<file path="src/rtl/profile_snapshot.sv">
// -----------------------------------------------------------------------------
// profile_snapshot
//
// Downstream companion to the profiling counter. On every rising edge of
// `stop` it samples the free-running `count`, computes the interval since the
// previous sample (modulo 2^WIDTH, so counter wrap is harmless) and queues it
// in a small circular FIFO. A consumer drains the FIFO through a valid/ready
// port. Captures that arrive while the FIFO is full (and not simultaneously
// being popped) are dropped, which sets a sticky `overflow` flag and bumps a
// saturating drop counter.
//
// Ports
//   clk        : sole clock, all state updates on its rising edge
//   reset_n    : synchronous active-low reset, clears every register
//   count      : counter value from the profiling counter (WIDTH bits)
//   stop       : stop signal shared with the counter; may be held high
//   clear      : flush FIFO, clear error state, rebase to current `count`
//   out_valid  : FIFO non-empty
//   out_ready  : consumer accepts head entry
//   out_delta  : head entry (interval length); last popped value when empty
//   level      : current occupancy, 0..DEPTH
//   overflow   : sticky, a capture was dropped
//   drop_cnt   : number of dropped captures, saturating at all-ones
// -----------------------------------------------------------------------------
module profile_snapshot #(
  parameter int WIDTH = 32,
  parameter int DEPTH = 4,
  parameter int DROPW = 8
) (
  input  logic                     clk,
  input  logic                     reset_n,
  input  logic [WIDTH-1:0]         count,
  input  logic                     stop,
  input  logic                     clear,
  output logic                     out_valid,
  input  logic                     out_ready,
  output logic [WIDTH-1:0]         out_delta,
  output logic [$clog2(DEPTH):0]   level,
  output logic                     overflow,
  output logic [DROPW-1:0]         drop_cnt
);

  localparam int AW = $clog2(DEPTH);
  localparam logic [AW:0]   PTR_ONE = (AW+1)'(1);
  localparam logic [AW-1:0] IDX_ONE = AW'(1);

  // Saturating increment for the drop counter.
  function automatic logic [DROPW-1:0] sat_inc(input logic [DROPW-1:0] v);
    return (&v) ? v : v + DROPW'(1);
  endfunction

  // Interval between two counter samples; unsigned subtraction wraps
  // naturally, which gives the right answer across counter roll-over.
  function automatic logic [WIDTH-1:0] interval(input logic [WIDTH-1:0] now,
                                                input logic [WIDTH-1:0] last);
    return now - last;
  endfunction

  logic              stop_d;
  logic [WIDTH-1:0]  last_count;
  logic [WIDTH-1:0]  mem [DEPTH];
  logic [AW:0]       wr_ptr;
  logic [AW:0]       rd_ptr;

  logic [AW-1:0]     wr_idx;
  logic [AW-1:0]     rd_idx;
  logic              empty;
  logic              full;
  logic              cap;
  logic              pop;
  logic              push;
  logic              drop;
  logic [WIDTH-1:0]  delta;

  assign wr_idx = wr_ptr[AW-1:0];
  assign rd_idx = rd_ptr[AW-1:0];

  // Pointers carry an extra wrap bit so full and empty are distinguishable
  // without a separate occupancy register.
  assign empty = (wr_ptr == rd_ptr);
  assign full  = (wr_ptr[AW] != rd_ptr[AW]) && (wr_idx == rd_idx);

  // A held stop produces exactly one capture: only the rising edge counts.
  assign cap   = stop & ~stop_d;
  assign delta = interval(count, last_count);

  // Clear wins over everything; a capture in the clear cycle is neither
  // queued nor counted as dropped. A pop frees a slot in the same cycle, so
  // a capture while full is still accepted when the head is being consumed.
  assign pop   = ~empty & out_ready & ~clear;
  assign push  = cap & (~full | pop) & ~clear;
  assign drop  = cap & full & ~pop & ~clear;

  assign out_valid = ~empty;
  assign level     = wr_ptr - rd_ptr;

  // When empty, the read pointer already sits one past the last popped slot;
  // stepping back one keeps the last consumed interval visible.
  assign out_delta = empty ? mem[rd_idx - IDX_ONE] : mem[rd_idx];

  always_ff @(posedge clk) begin
    if (!reset_n) begin
      stop_d     <= 1'b0;
      last_count <= '0;
      wr_ptr     <= '0;
      rd_ptr     <= '0;
      overflow   <= 1'b0;
      drop_cnt   <= '0;
      for (int i = 0; i < DEPTH; i++) begin
        mem[i] <= '0;
      end
    end else begin
      stop_d <= stop;
      if (clear) begin
        wr_ptr     <= '0;
        rd_ptr     <= '0;
        overflow   <= 1'b0;
        drop_cnt   <= '0;
        last_count <= count;
      end else begin
        // The baseline moves on every capture, dropped or not, so the next
        // interval is still measured from the most recent stop.
        if (cap) begin
          last_count <= count;
        end
        if (push) begin
          mem[wr_idx] <= delta;
          wr_ptr      <= wr_ptr + PTR_ONE;
        end
        if (pop) begin
          rd_ptr <= rd_ptr + PTR_ONE;
        end
        if (drop) begin
          overflow <= 1'b1;
          drop_cnt <= sat_inc(drop_cnt);
        end
      end
    end
  end

endmodule

</file>
<file path="config.mk">
export PLATFORM = sky130hd
export DESIGN_NAME = profile_snapshot
export DESIGN_NICKNAME = d
export VERILOG_FILES = /design/src/rtl/profile_snapshot.sv
export SDC_FILE = /design/constraint.sdc
export NUM_CORES = 1
export LEC_CHECK = 0
export ABC_AREA = 1
export BUFFER_PORTS_ARGS = -buffer_cell sky130_fd_sc_hd__buf_4
export CAP_MARGIN = 20
export CORE_AREA = 4 4 162 164
export CTS_BUF_LIST = sky130_fd_sc_hd__clkbuf_8
export CTS_CLUSTER_DIAMETER = 30
export DETAILED_ROUTE_END_ITERATION = 8
export DIE_AREA = 0 0 166 168
export MAX_ROUTING_LAYER = met4
export PLACE_DENSITY = 0.6
export SYNTH_ARGS = -nofsm -noshare
export SYNTH_HDL_FRONTEND = slang
export SYNTH_SLANG_ARGS = --single-unit
</file>
<file path="constraint.sdc">
create_clock -name clk -period 12.4 [get_ports clk]
set_clock_uncertainty 0.15 [all_clocks]
set_input_delay 3.1 -clock clk [delete_from_list [all_inputs] [get_ports clk]]
set_output_delay 3.1 -clock clk [all_outputs]
set_load 0.01 [all_outputs]
</file>
==> results of run 1 <==
-- sequential cells by signal, indices dropped and copies added (netlist names), named ones only --
signal and cells:
wr_ptr 3, rd_ptr 3, overflow 1, stop_d 1, last_count 32, drop_cnt 8, mem 128
-- per-layer routing --
layer | GRT usage | wire [µm]
met1 | 0.277 | 13400
met2 | 0.358 | 13700
met5 | - | 0
met3 | 0.0312 | 1520
met4 | 0.0538 | 367
-- cell usage after synthesis (all sizes together), types with 2 or more instances --
cell type  count  area share
a31oi         32       0.018
inv          206       0.070
nand2        242       0.084
nand4          4      0.0023
nor3           4      0.0018
xnor2         18       0.014
fa             2      0.0036
o21ai        201       0.091
ha            36       0.041
edfxtp       128        0.35
dfxtp         50       0.091
nor2         293        0.10
clkbuf        45       0.015
a21oi        136       0.062
o21bai         5      0.0034
nand3         59       0.032
buf           25       0.013
xor2           4      0.0032
nand3b         5      0.0034
-- worst paths after layout --
| path | start | to | cells past startpoint |
|---|---|---|---|
| min | last_count[20] | last_count[20] | 2 |
| max reg2reg | wr_ptr[0] | mem[2][14] | 12 |
| max | register | out_delta[31] | 7 |
| min reg2reg | last_count[20] | last_count[20] | 2 |
-- worst max-delay path, delay by kind of cell, from the launching register on --
kind | cells | cell delay (ps)
buffers and inverters | 4 | 1340
DFF | 1 | 810
AOI/OAI and AO/OA | 3 | 650
-- stage by stage --
| stage | total power [µW] | utilization | cells |
|---|---|---|---|
| finish | 1400 | 0.492 | 1882 |
| global route | 1480 | 0.492 | 1882 |
| CTS | 1410 | 0.491 | 1881 |
| detailed placement | 1010 | 0.475 | 1849 |
| global placement | 1000 | 0.475 | 1849 |
| floorplan | 897 | - | 1497 |
-- cell usage in the layout, fill, tap and decap left out, types with 2 or more instances in the layout --
cell | synthesis | final
sky130_fd_sc_hd__buf_4 | 2 | 92
sky130_fd_sc_hd__o21bai_1 | 5 | 5
sky130_fd_sc_hd__nor2_1 | 290 | 290
sky130_fd_sc_hd__edfxtp_1 | 128 | 128
sky130_fd_sc_hd__nor3_1 | 4 | 4
sky130_fd_sc_hd__xnor2_1 | 18 | 18
sky130_fd_sc_hd__nand3_4 | 2 | 2
sky130_fd_sc_hd__inv_1 | 205 | 204
sky130_fd_sc_hd__clkinvlp_4 | 0 | 2
sky130_fd_sc_hd__nand4_1 | 4 | 4
sky130_fd_sc_hd__dfxtp_1 | 50 | 49
sky130_fd_sc_hd__fa_1 | 2 | 2
sky130_fd_sc_hd__nand3_2 | 7 | 7
sky130_fd_sc_hd__ha_1 | 36 | 36
sky130_fd_sc_hd__clkbuf_8 | 0 | 17
sky130_fd_sc_hd__inv_2 | 0 | 2
sky130_fd_sc_hd__nand3_1 | 50 | 50
sky130_fd_sc_hd__xor2_1 | 4 | 4
sky130_fd_sc_hd__o21ai_0 | 201 | 200
sky130_fd_sc_hd__inv_6 | 0 | 2
sky130_fd_sc_hd__nand2_1 | 237 | 236
sky130_fd_sc_hd__inv_8 | 0 | 6
sky130_fd_sc_hd__nand2_2 | 4 | 5
sky130_fd_sc_hd__a31oi_1 | 32 | 32
sky130_fd_sc_hd__nor2_4 | 2 | 2
sky130_fd_sc_hd__clkinv_4 | 0 | 2
sky130_fd_sc_hd__a21oi_1 | 136 | 136
sky130_fd_sc_hd__nand3b_1 | 5 | 5
-- cell type report --
type | instances | share of cell area
clock buffer | 17 | 0.0191
clock inverter | 15 | 0.0137
inverter | 207 | 0.0636
multi-input combinational | 1042 | 0.416
sequential | 178 | 0.395
tap | 330 | 0.0337
timing repair buffer | 93 | 0.0580
-- power by group --
part           switching, µW  internal, µW  leakage (µW)
combinational            208           109       0.00345
clock                    238           170      0.000202
sequential              11.8           666       0.00174
total                    458           944       0.00539
-- cell families after synthesis --
kind of cell	synth area share
AO/OA/AOI/OAI	0.174
XOR/XNOR	0.0175
adder cells (fa/ha/maj)	0.0445
buffers and inverters	0.0987
flip-flops	0.439
AND/OR/NAND/NOR	0.226
==> impl_metrics.py, run 1 <==
metrics = {
    "sta": {
        "grt_setup_unrepaired": "false",
        "period_minus_slack_ps": 6550,
        "setup_tns_ps": 0,
        "slew_viol_final": 0,
        "report.final.hold_viol_count": 0,
        "final.hold.worst_slack_ps": 310,
        "period_utilisation_layout": 0.528,
        "post-route-worst-setup-slack_ps": 5850,
        "timing.slew.headroom": 0.357,
        "report.final.setup_viol": 0,
        "worst_slew_pin_slew_ps": 961,
        "clock.fmax_ghz": 0.153,
    },
    "yosys": {
        "synth_area_mm2": 0.0110,
        "ys.warnings.count": 0,
        "synth-seq-area-share": 0.439,
        "ys.flop_type": "sky130_fd_sc_hd__edfxtp_1",
        "synth.avg_cell_area_um2": 7.37,
        "synth-seq-cells": 178,
        "synthArstFlopShare": 0,
        "synth_enable_flop_cells": 128,
        "cell_count_after_synthesis": 1497,
        "synth.net_count": 1572,
        "netlist-cell-type-count": 32,
    },
    "setup_path": {
        "setup.worst_path.class": "register to output port",
        "worst_setup_path_end_kind": "output port",
        "crit_path_start_kind": "register",
        "cp.arrival_ps": 3300,
        "path_max_fanout": 49,
        "critPathSlowestCell": "sky130_fd_sc_hd__dfxtp_1",
        "worstPathCellList": "buf_4, inv_2, buf_4, a21oi_1, o21ai_0, a31oi_1, buf_4",
        "reg2reg_slack_ps": 8480,
        "critical-path-top-cell-by-count": "sky130_fd_sc_hd__buf_4",
        "worstPathRequired_ps": 9150,
        "cpPeakStageDelay_ps": 810,
    },
    "place": {
        "io_buffers": 81,
        "hpwl_mm": 19.9,
        "dpl_worst_slack_ps": 6230,
        "routabilityCongestion": 0.829,
        "placedInstanceArea_mm2": 0.0118,
    },
    "floorplan": {
        "die_y_extent_um": 168,
        "pin_count": 82,
        "placement_rows": 58,
        "initial_utilization": 0.443,
        "chipWidth_um": 166,
        "core_area_mm2": 0.0249,
        "die_area_mm2": 0.0279,
    },
    "power_and_ir_drop": {
        "cellLeakagePower_uw": 0.00539,
        "power_density_relative_to_cell_area_mw_per_mm2": 114,
        "irDropWorstVdd_uv": 59.3,
    },
    "clock_tree": {
        "cts_num_sinks": 178,
        "cts.repair.resized": 0,
        "number_of_setup_buffers_added_after_cts": 0,
        "worst_skew_pair.late_latency_ps": 470,
        "cts.path.max_buffers": 2,
        "tritoncts.num_buffers": 17,
        "clk_transition_reported_paths_ps": 100,
        "cts_tree": "yes",
        "root_buffer": "sky130_fd_sc_hd__clkbuf_8",
        "postCtsHoldBufs": 0,
        "cts-htree-levels": 4,
    },
    "route": {
        "drc": 0,
        "firstDrtPassIters": 5,
        "drt_first_iter_violations": 799,
        "route.final.wire_length_mm": 29.0,
        "wl_per_cell_um": 15.4,
        "post_detailed_route_via_to_cell_ratio": 5.18,
        "detailroute.via_count": 9751,
        "ant_nets": 0,
    },
    "final_layout": {
        "antennaDiodeCount": 0,
        "n_fill_cell": 2540,
        "finish.instance_area_mm2": 0.0123,
        "multi_input_gate_area_mm2": 0.00510,
        "layout-drive-gt1-share": 0.0947,
        "nets": 1614,
        "regArea_mm2": 0.00485,
        "flow.area_growth_from_synthesis_pct": 11.1,
    },
    "global_route": {
        "grt_pass1_wl_mm": 47.5,
        "grt_util_overall": 0.215,
        "first_global_vias": 9310,
        "globalRouteOverflowTotal": 0,
        "grt_max_degree": 98,
        "grt_antenna_before_repair": 0,
    },
    "min_path": {
        "hp-class": "register to register",
    },
    "run": {
        "cap_violations": 0,
    },
    "run_status": {
        "outcome": "complete, no violations",
    },
}
No activity file was read; power rests on OpenSTA's default activity.
==> inputs of run 2 (changes only) <==
- ABC_AREA: 1 -> 0
- CORE_AREA: 4 4 162 164 -> 4 4 158 160
- DIE_AREA: 0 0 166 168 -> 0 0 162 164
- PLACE_DENSITY: 0.6 -> 0.62
- clock period: 12.4 -> 5.3 ns (I/O delays scaled with it)
==> run 2 against run 1 <==
Critical endpoint is now out_delta[9]. Largest cell class unchanged. Global-route usage shrank 1.2 points. Area after synthesis shrank 5.3%. Register-to-register slack lost 6400 ps. Sequential share of layout area grew 1.6 points. Wire length shrank 12%. Non-clock buffer count grew 2. Worst setup slack lost 5100 ps. Worst hold slack gained 4.8 ps.
==> impl_metrics.py, run 2 <==
metrics = {
    "run_status": {
        "outcome": "complete, no violations",
    },
    "global_route": {
        "grt_pass1_wl_mm": 40.9,
        "globalRoute.busiestLayer": "met2",
        "first_global_vias": 7342,
        "grt_antenna_before_repair": 0,
        "met1_usage": 0.278,
        "grt_max_degree": 41,
        "global_route.usage.met2": 0.318,
        "globalRouteMet3Util": 0.0334,
        "grt_util_overall": 0.202,
        "globalRouteOverflowTotal": 0,
    },
    "yosys": {
        "synth.avg_cell_area_um2": 11.1,
        "yosys.cell_count.top_type": "sky130_fd_sc_hd__nor2_1",
        "post-synth-top-area-cell": "sky130_fd_sc_hd__edfxtp_1",
        "synth.top_cell.area_share": 0.368,
        "netlist_top_cells_area": "sky130_fd_sc_hd__edfxtp_1, sky130_fd_sc_hd__mux4_2, sky130_fd_sc_hd__dfxtp_1, sky130_fd_sc_hd__nor2_1, sky130_fd_sc_hd__ha_1",
        "synth_area_mm2": 0.0104,
        "synthArstFlopShare": 0,
        "cell_count_after_synthesis": 943,
        "synth-seq-area-share": 0.464,
        "synth_enable_flop_cells": 128,
        "ys.warnings.count": 0,
        "synth-seq-cells": 178,
        "synth.net_count": 1018,
        "netlist-cell-type-count": 62,
        "ys.flop_type": "sky130_fd_sc_hd__edfxtp_1",
        "synth_commonest_cells": "sky130_fd_sc_hd__nor2_1, sky130_fd_sc_hd__edfxtp_1, sky130_fd_sc_hd__nand2_1, sky130_fd_sc_hd__mux4_2, sky130_fd_sc_hd__dfxtp_1",
    },
    "sta": {
        "report.final.setup_viol": 0,
        "period_minus_slack_ps": 4530,
        "worst_slew_pin_slew_ps": 1030,
        "setup_tns_ps": 0,
        "period_utilisation_layout": 0.854,
        "report.final.hold_viol_count": 0,
        "clock.fmax_ghz": 0.221,
        "slew_viol_final": 0,
        "timing.slew.headroom": 0.311,
        "post-route-worst-setup-slack_ps": 772,
        "grt_setup_unrepaired": "false",
    },
    "final_layout": {
        "multi_input_gate_area_mm2": 0.00523,
        "finish.instance_area_mm2": 0.0118,
        "final_cell_mix": "sky130_fd_sc_hd__nor2_1, sky130_fd_sc_hd__edfxtp_1, sky130_fd_sc_hd__nand2_1",
        "layout_commonest_cell": "sky130_fd_sc_hd__nor2_1",
        "layout-drive-gt1-share": 0.235,
        "flow.area_growth_from_synthesis_pct": 12.8,
        "reg_top3": "mem (128), last_count (32), drop_cnt (8)",
        "antennaDiodeCount": 0,
        "nets": 1077,
        "n_fill_cell": 2160,
        "top_register_by_number_of_flip_flops": "mem",
        "largest_reg_flops": 128,
        "regArea_mm2": 0.00485,
    },
    "route": {
        "ant_nets": 0,
        "drt_first_iter_violations": 740,
        "wl_per_cell_um": 19.1,
        "detailroute.via_count": 7614,
        "firstDrtPassIters": 5,
        "drc": 0,
        "route.final.wire_length_mm": 25.5,
        "post_detailed_route_via_to_cell_ratio": 5.71,
    },
    "clock_tree": {
        "root_buffer": "sky130_fd_sc_hd__clkbuf_8",
        "cts_tree": "yes",
        "number_of_setup_buffers_added_after_cts": 0,
        "cts.path.max_buffers": 2,
        "tritoncts.num_buffers": 17,
        "worst_skew_pair.late_latency_ps": 470,
        "cts_num_sinks": 178,
        "cts.repair.resized": 0,
        "cts-htree-levels": 4,
        "clk_transition_reported_paths_ps": 90,
        "postCtsHoldBufs": 0,
    },
    "setup_path": {
        "worstSetupPathDepth": 5,
        "rr_startpoint": "wr_ptr[0]",
        "crit_path_end": "out_delta[9]",
        "crit_path_start_kind": "register",
        "timing.critical_path.buf_inv": 2,
        "path_max_fanout": 34,
        "setup.worst_path.class": "register to output port",
        "critPathSlowestCell": "sky130_fd_sc_hd__nand3_2",
        "cp.arrival_ps": 3050,
        "cpPeakStageDelay_ps": 800,
        "ff2ff_path_depth": 8,
        "worstPathRequired_ps": 3830,
        "reg2reg_slack_ps": 2050,
        "worst_setup_path_end_kind": "output port",
        "worstPathCellList": "inv_1, ha_1, nand3_2, mux2_2, buf_4",
        "worst_r2r_endpoint": "mem[2][9]",
        "timing.critical_path.max_delay_family": "simple AND/OR/NAND/NOR gates",
        "worstSetupStartpoint": "wr_ptr[0]",
    },
    "run": {
        "cap_violations": 0,
    },
    "power_and_ir_drop": {
        "cellLeakagePower_uw": 0.00445,
        "irDropWorstVdd_uv": 159,
        "power_density_relative_to_cell_area_mw_per_mm2": 271,
    },
    "floorplan": {
        "chipWidth_um": 162,
        "core_area_mm2": 0.0234,
        "initial_utilization": 0.446,
        "placement_rows": 56,
        "die_y_extent_um": 164,
        "pin_count": 82,
        "die_area_mm2": 0.0266,
    },
    "place": {
        "routabilityCongestion": 0.937,
        "io_buffers": 81,
        "dpl_worst_slack_ps": 1110,
        "hpwl_mm": 17.2,
        "placedInstanceArea_mm2": 0.0113,
    },
    "min_path": {
        "hp-class": "register to register",
    },
}
## run 2: cell count changes after synthesis, moves of 30 or more
| cell | change |
|---|---|
| sky130_fd_sc_hd__nand3_1 | -33 |
| sky130_fd_sc_hd__mux4_2 | +64 |
| sky130_fd_sc_hd__a21boi_0 | +33 |
| sky130_fd_sc_hd__mux2_2 | +32 |
| sky130_fd_sc_hd__nand2_1 | -127 |
| sky130_fd_sc_hd__a21oi_1 | -95 |
| sky130_fd_sc_hd__nor2_1 | -152 |
| sky130_fd_sc_hd__o21ai_0 | -178 |
| sky130_fd_sc_hd__inv_1 | -160 |
| sky130_fd_sc_hd__a31oi_1 | -30 |
## run 2: cells by family after synthesis
| kind of cell | Yosys count | share of synthesized area |
|---|---|---|
| buffers and inverters | 100 | 0.0387 |
| adders and majority gates | 38 | 0.0469 |
| AOI/OAI and AO/OA | 164 | 0.109 |
| DFF | 178 | 0.464 |
| and+or+nand+nor | 333 | 0.140 |
| muxes | 99 | 0.175 |
| xor gates and xnor gates | 31 | 0.0260 |
## run 2: final cells by class
| cell class | instances | area share |
|---|---|---|
| repair buffers | 95 | 0.0622 |
| well taps | 319 | 0.0339 |
| multi-input cells | 665 | 0.443 |
| flip-flops and latches | 178 | 0.411 |
| inverters | 45 | 0.0143 |
| clock buffers | 17 | 0.0198 |
| clock inverters | 15 | 0.0155 |
## run 2: how the worst min path moves through the flow
stage / from / endpoint / depth (start not counted)
floorplan: last_count[10] / last_count[10] / 2
global placement: last_count[7] / last_count[7] / 2
detailed placement: last_count[24] / last_count[24] / 2
CTS: last_count[24] / last_count[24] / 2
global route: last_count[14] / last_count[14] / 2
finish: last_count[16] / last_count[16] / 2
## run 2: where the power goes
| group | switching, µW | internal (µW) |
|---|---|---|
| clock | 517 | 473 |
| combinational | 381 | 242 |
| sequential | 31.8 | 1560 |
| total | 929 | 2270 |
## run 2: through the flow
stage | total power, µW | instances | util | hold slack, ps
after floorplan | 2020 | 943 | - | 291
after global placement | 2220 | 1301 | 0.485 | 299
after detailed placement | 2230 | 1301 | 0.485 | 305
after CTS | 3210 | 1333 | 0.503 | 318
after global routing | 3350 | 1334 | 0.504 | 335
final | 3200 | 1334 | 0.504 | 314
## run 2: routing by layer
metal / vias up / routed length [µm]
li1: 3594 / -
met4: 0 / 344
met2: 278 / 12100
met5: - / 0
met3: 29 / 1720
met1: 3713 / 11300
## run 2: worst min-delay path: cells and delay by family, from the launching register on
family	cells	cell delay, ps
and+or+nand+nor	1	50
DFF	1	320
AOI/OAI and AO/OA	1	60
